==> src/rtl/matmul_mem_master_if.sv <==
// Main-memory bus between the matrix-multiply initiator and the memory.
// The memory answers reads combinationally and captures writes while memwrite is high.
interface matmul_mem_master_if #(
    parameter int ADDR_W = 17,
    parameter int DATA_W = 32
);
    logic              memread;
    logic              memwrite;
    logic [ADDR_W-1:0] address;
    logic [DATA_W-1:0] data_in;
    logic [DATA_W-1:0] data_out;

    modport master (
        output memread,
        output memwrite,
        output address,
        output data_out,
        input  data_in
    );

    modport slave (
        input  memread,
        input  memwrite,
        input  address,
        input  data_out,
        output data_in
    );
endinterface

==> src/rtl/matmul_mem_master.sv <==
// Bus initiator that computes C = A x B for two N x N matrices held in memory.
// Each C element takes one A read and one B read per dot-product term, followed by one write.
//
// state | meaning
// IDLE  | waiting for start; bus quiet
// RD_A  | read A[i][k] into a_reg
// RD_B  | read B[k][j], accumulate a_reg * B[k][j]
// WR    | write acc to C[i][j], advance j/i
// DONE  | one-cycle done pulse, then back to IDLE
module matmul_mem_master #(
    parameter int                N      = 3,
    parameter int                ADDR_W = 17,
    parameter int                DATA_W = 32,
    parameter logic [ADDR_W-1:0] A_BASE = 17'h00200,
    parameter logic [ADDR_W-1:0] B_BASE = 17'h00300,
    parameter logic [ADDR_W-1:0] C_BASE = 17'h00100
) (
    input  logic                  clk,
    input  logic                  reset,
    input  logic                  start,
    output logic                  busy,
    output logic                  done,
    matmul_mem_master_if.master   bus
);

    localparam logic [2:0] IDLE = 3'd0;
    localparam logic [2:0] RD_A = 3'd1;
    localparam logic [2:0] RD_B = 3'd2;
    localparam logic [2:0] WR   = 3'd3;
    localparam logic [2:0] DONE = 3'd4;

    localparam int            CW   = (N > 1) ? $clog2(N) : 1;
    localparam logic [CW-1:0] LAST = CW'(N - 1);
    localparam logic [CW-1:0] ONE  = CW'(1);

    logic [2:0]        state_q, state_d;
    logic [CW-1:0]     i_q, i_d;
    logic [CW-1:0]     j_q, j_d;
    logic [CW-1:0]     k_q, k_d;
    logic [DATA_W-1:0] a_reg_q, a_reg_d;
    logic [DATA_W-1:0] acc_q, acc_d;

    logic [ADDR_W-1:0] i_ext, j_ext, k_ext, n_ext;
    logic [ADDR_W-1:0] idx_a, idx_b, idx_c;

    assign i_ext = ADDR_W'(i_q);
    assign j_ext = ADDR_W'(j_q);
    assign k_ext = ADDR_W'(k_q);
    assign n_ext = ADDR_W'(N);
    assign idx_a = i_ext * n_ext + k_ext;
    assign idx_b = k_ext * n_ext + j_ext;
    assign idx_c = i_ext * n_ext + j_ext;

    // Next-state, counter and datapath update for the read/accumulate/write sequence
    always_comb begin
        state_d = state_q;
        i_d     = i_q;
        j_d     = j_q;
        k_d     = k_q;
        a_reg_d = a_reg_q;
        acc_d   = acc_q;
        case (state_q)
            IDLE: begin
                if (start) begin
                    state_d = RD_A;
                end
            end
            RD_A: begin
                a_reg_d = bus.data_in;
                state_d = RD_B;
            end
            RD_B: begin
                // product and sum both wrap at the data width
                acc_d = acc_q + a_reg_q * bus.data_in;
                if (k_q == LAST) begin
                    k_d     = '0;
                    state_d = WR;
                end else begin
                    k_d     = k_q + ONE;
                    state_d = RD_A;
                end
            end
            WR: begin
                acc_d = '0;
                if ((i_q == LAST) && (j_q == LAST)) begin
                    i_d     = '0;
                    j_d     = '0;
                    state_d = DONE;
                end else begin
                    if (j_q != LAST) begin
                        j_d = j_q + ONE;
                    end else begin
                        j_d = '0;
                        i_d = i_q + ONE;
                    end
                    state_d = RD_A;
                end
            end
            DONE: begin
                state_d = IDLE;
            end
            default: begin
                state_d = IDLE;
            end
        endcase
    end

    // State, counters and datapath registers; reset drops back to IDLE immediately
    always_ff @(posedge clk or posedge reset) begin
        if (reset) begin
            state_q <= IDLE;
            i_q     <= '0;
            j_q     <= '0;
            k_q     <= '0;
            a_reg_q <= '0;
            acc_q   <= '0;
        end else begin
            state_q <= state_d;
            i_q     <= i_d;
            j_q     <= j_d;
            k_q     <= k_d;
            a_reg_q <= a_reg_d;
            acc_q   <= acc_d;
        end
    end

    // Bus and status outputs decoded purely from registered state and counters
    always_comb begin
        busy         = 1'b0;
        done         = 1'b0;
        bus.memread  = 1'b0;
        bus.memwrite = 1'b0;
        bus.address  = '0;
        bus.data_out = '0;
        case (state_q)
            RD_A: begin
                busy        = 1'b1;
                bus.memread = 1'b1;
                bus.address = A_BASE + (idx_a << 2);
            end
            RD_B: begin
                busy        = 1'b1;
                bus.memread = 1'b1;
                bus.address = B_BASE + (idx_b << 2);
            end
            WR: begin
                busy         = 1'b1;
                bus.memwrite = 1'b1;
                bus.address  = C_BASE + (idx_c << 2);
                bus.data_out = acc_q;
            end
            DONE: begin
                done = 1'b1;
            end
            default: begin
                busy = 1'b0;
            end
        endcase
    end

endmodule

==> src/flat_wrapper.sv <==
// flat-port wrapper written by rule: the top's interface ports become plain ports
module matmul_mem_master_flat 
#(
    parameter int                N      = 3,
    parameter int                ADDR_W = 17,
    parameter int                DATA_W = 32,
    parameter logic [ADDR_W-1:0] A_BASE = 17'h00200,
    parameter logic [ADDR_W-1:0] B_BASE = 17'h00300,
    parameter logic [ADDR_W-1:0] C_BASE = 17'h00100
)
  (clk, reset, start, busy, done, bus_memread, bus_memwrite, bus_address, bus_data_out, bus_data_in);
  matmul_mem_master_if #(.ADDR_W(ADDR_W), .DATA_W(DATA_W)) bus_i ();
  input  logic clk;
  input  logic reset;
  input  logic start;
  output logic busy;
  output logic done;
  output wire logic [$bits(bus_i.memread)-1:0] bus_memread;
  output wire logic [$bits(bus_i.memwrite)-1:0] bus_memwrite;
  output wire logic [$bits(bus_i.address)-1:0] bus_address;
  output wire logic [$bits(bus_i.data_out)-1:0] bus_data_out;
  input wire logic [$bits(bus_i.data_in)-1:0] bus_data_in;
  assign bus_memread = bus_i.memread;
  assign bus_memwrite = bus_i.memwrite;
  assign bus_address = bus_i.address;
  assign bus_data_out = bus_i.data_out;
  assign bus_i.data_in = bus_data_in;
  matmul_mem_master #(.N(N), .ADDR_W(ADDR_W), .DATA_W(DATA_W), .A_BASE(A_BASE), .B_BASE(B_BASE), .C_BASE(C_BASE)) u_core (.clk(clk), .reset(reset), .start(start), .busy(busy), .done(done), .bus(bus_i));
endmodule
==> config.mk <==
export PLATFORM = sky130hd
export DESIGN_NAME = matmul_mem_master_flat
export DESIGN_NICKNAME = d
export VERILOG_FILES = /design/src/rtl/matmul_mem_master_if.sv /design/src/rtl/matmul_mem_master.sv /design/src/flat_wrapper.sv
export SDC_FILE = /design/constraint.sdc
export NUM_CORES = 1
export LEC_CHECK = 0
export BUFFER_PORTS_ARGS = -buffer_cell sky130_fd_sc_hd__buf_4
export CAP_MARGIN = 20
export CELL_PAD_IN_SITES_DETAIL_PLACEMENT = 0
export CELL_PAD_IN_SITES_GLOBAL_PLACEMENT = 1
export CORE_MARGIN = 2
export CORE_UTILIZATION = 25
export CTS_CLUSTER_SIZE = 8
export DETAILED_ROUTE_END_ITERATION = 10
export PLACE_DENSITY = 0.52
export SYNTH_ARGS = -nofsm -noshare
export SYNTH_HDL_FRONTEND = slang
export SYNTH_SLANG_ARGS = --single-unit
==> constraint.sdc <==
create_clock -name clk -period 21.7 [get_ports clk]
set_clock_uncertainty 0.15 [all_clocks]
set_input_delay 3.255 -clock clk [delete_from_list [all_inputs] [get_ports clk]]
set_output_delay 3.255 -clock clk [all_outputs]
set_load 0.01 [all_outputs]
==> impl_metrics.tcl <==
set metrics [dict create \
    status "complete, no violations" \
    firstDrtPassIters 5 \
    whs_ps 333 \
    synthTopCellsByArea "fa_1 (44%), and2_1 (9.8%), inv_1 (9.4%), dfrtp_1 (9.1%), ha_1 (8.4%)" \
    hold_path.class "flop to flop" \
    final_nets 2867 \
    num_io_pins 88 \
    critPathRequiredTime_ps 21800 \
    holdBufCountCts 0 \
    crit_path_end_kind "flop" \
    clk_latency_ps 370 \
    path_max_fanout 33 \
    wl_per_cell_um 19.3 \
    synth_top_area_share_pct 43.6 \
    fp.dieW_um 288 \
    synthTopCellsByCount "inv_1 (507), fa_1 (440), nand2_1 (346), and2_1 (317), ha_1 (135)" \
    cts_tree "done" \
    synth_edf_count 0 \
    synth_ff_type "dfrtp_1" \
    crit_top_cell "fa_1" \
    finalCriticalPeriod_ps 10030 \
    drive_gt1_share_pct 5.44 \
    via_count 14532 \
    via_per_inst 4.37 \
    grt_pass1_wl_um 101000 \
    numPortBuffers 77 \
    grt_pass1_vias 16243 \
    clock_sinks 73 \
    drv_slew 0 \
    synth_compound_area_share_pct 4.22 \
    die_h_um 288 \
    critical_path_class "primary input to flop" \
    grt_overflow 0 \
    cp_slowest_stage_delay_ps 540 \
    hold_violations 0 \
    grt_max_degree 46 \
    worst_slew_pin_slew_ps 949 \
    post_cts_buffers 0 \
    cp_cell_sequence "buf_4, and2_1, fa_1, fa_1, fa_1, inv_1, fa_1, inv_1, fa_1, fa_1, fa_1, inv_1, fa_1, inv_1, ha_1, a21o_1, a221o_1, a31oi_1, o21a_1, o31ai_1, o21ai_0, o2111a_1, o221ai_2" \
    clk_path_buf_depth 2 \
    synth_top_family_by_area "adder cells" \
    totalWireLength_um 64100 \
    fin_tns_setup_ps 0 \
    route.detailed.drc 0 \
    max_freq_mhz 99.7 \
    yosysMostFrequentCell "inv_1" \
    yosysWarningCount 0 \
    synth_area_mm2 0.0202 \
    numCtsBuffers 9 \
    initial_core_util_pct 25.2 \
    gp_congestion 0.801 \
    synth.distinct_cells 56 \
    synthArstFlopShare_pct 100 \
    clk_pin_slew_worst_paths_ps 70 \
    cts_resized 0 \
    cp.arrival_ps 10120 \
    avgSynthCellArea_um2 8.91 \
    synth-simple-area-share_pct 18.9 \
    ys_ff_latch 73 \
    track_usage_pct 16.2 \
    synthAdderAreaFrac_pct 52.0 \
    cp_num_buf_inv 5 \
    drt_iter0_drc 690 \
    clock-root-buffer "clkbuf_16" \
    antenna_found_initial 2 \
    start_kind "primary input" \
    hpwlAfterDp_um 49300 \
    synthMuxAreaShare_pct 0.205 \
    cap_violations 0 \
    cts_max_level 3 \
    ant_nets 0 \
    rows 104 \
    core_mm2 0.0802 \
    slowest_stage "fa_1" \
    setup_viol 0 \
    path_delay_family "adder cells" \
    yosys.area.top_type "fa_1" \
    area_delta_synth_final_pct 9.43 \
    synth_xor_area_share_pct 3.58 \
    relSlewSlack_pct 36.6 \
    fin_crit_sh_pct 46.2 \
    syn_inst 2266 \
    ys_seq_area_share_pct 9.05 \
    rsz0062_at_grt "false" \
    die_area_mm2 0.0830 \
]
[stage by stage]
step | setup slack, ps | util [%] | instance area (um2) | instances
global route | 11260 | 27.5 | 22100 | 3322
CTS | 11650 | 27.5 | 22100 | 3322
detailed placement | 11310 | 27.1 | 21800 | 3306
finish | 11670 | 27.6 | 22100 | 3323
global placement | 11370 | 27.1 | 21800 | 3306
floorplan | 11820 | - | 20200 | 2275
[cells in the final DEF (no fill, tap or decap), drive strengths merged, types with 10 or more instances in the layout]
master	Yosys	layout
a21o	11	11
a21oi	32	32
and2	317	317
and3	20	20
buf	15	97
clkbuf	111	10
conb	1	10
dfrtp	73	73
fa	440	440
ha	135	135
inv	507	506
nand2	346	346
nand3	15	15
nor2	43	43
o21ai	34	34
o22ai	11	11
xnor2	61	61
xor2	19	19
[layout make-up]
class                   count  area, um2
clock buffers              10        229
clock inverters             6       92.6
fillers                  8686      58100
flip-flops and latches     73       1830
multi-input cells        1569      16000
well taps                1060       1330
repair buffers             97        728
inverters                 507       1900
diodes                      1       2.50
[kinds of logic (layout without fill, tap and decap cells)]
logic type,Yosys count,after routing
compound gates,131,131
xor+xnor,81,81
fa+ha+maj,575,575
buf+inv,633,620
flops,73,73
mux,4,4
other cells,1,11
simple gates,768,768
[flip-flops by register name, summed over array words and instances, names as in the netlist]
register	cells
u_core.j_q	2
u_core.state_q	3
u_core.acc_q	32
u_core.k_q	2
u_core.i_q	2
u_core.a_reg_q	32
[worst reg2reg max path, stage by stage (launching register included)]
cell and delay (ps):
dfrtp_1 970, and2_1 270, fa_1 440, fa_1 500, fa_1 530, inv_1 60
fa_1 480, inv_1 50, fa_1 480, fa_1 520, fa_1 510, inv_1 50
fa_1 490, inv_1 40, ha_1 350, a21o_1 210, a221o_1 330, a31oi_1 170
o21a_1 150, o31ai_1 110, o21ai_0 370, o2111a_1 270, o221ai_2 90
[metal layers]
metal  share of wire, %  vias up  track usage (%)
met4                1.7        2             3.68
li1                   -     6555                -
met2                 48      277             27.2
met3                3.4       58             1.74
met5              0.017        -                0
met1                 47     7640             22.6
[final timing paths]
kind | slack [ps] | cells past startpoint | start | to
worst min register to register | 330 | 2 | u_core.a_reg_q[1]$_DFFE_PP0P_ | u_core.a_reg_q[1]$_DFFE_PP0P_
worst max-delay path | 11670 | 23 | bus_data_in[0] | u_core.acc_q[31]$_DFFE_PP0P_
max in group asynchronous | 17450 | 3 | reset | u_core.a_reg_q[4]$_DFFE_PP0P_
worst max register to register | 13970 | 22 | u_core.a_reg_q[14]$_DFFE_PP0P_ | u_core.acc_q[31]$_DFFE_PP0P_
min in group asynchronous | 2800 | 2 | reset | u_core.a_reg_q[25]$_DFFE_PP0P_
worst min-delay path | 330 | 2 | u_core.a_reg_q[1]$_DFFE_PP0P_ | u_core.a_reg_q[1]$_DFFE_PP0P_
Power is not shown: default switching activity piles up to over one toggle a cycle in this logic, so the estimate is an artifact.
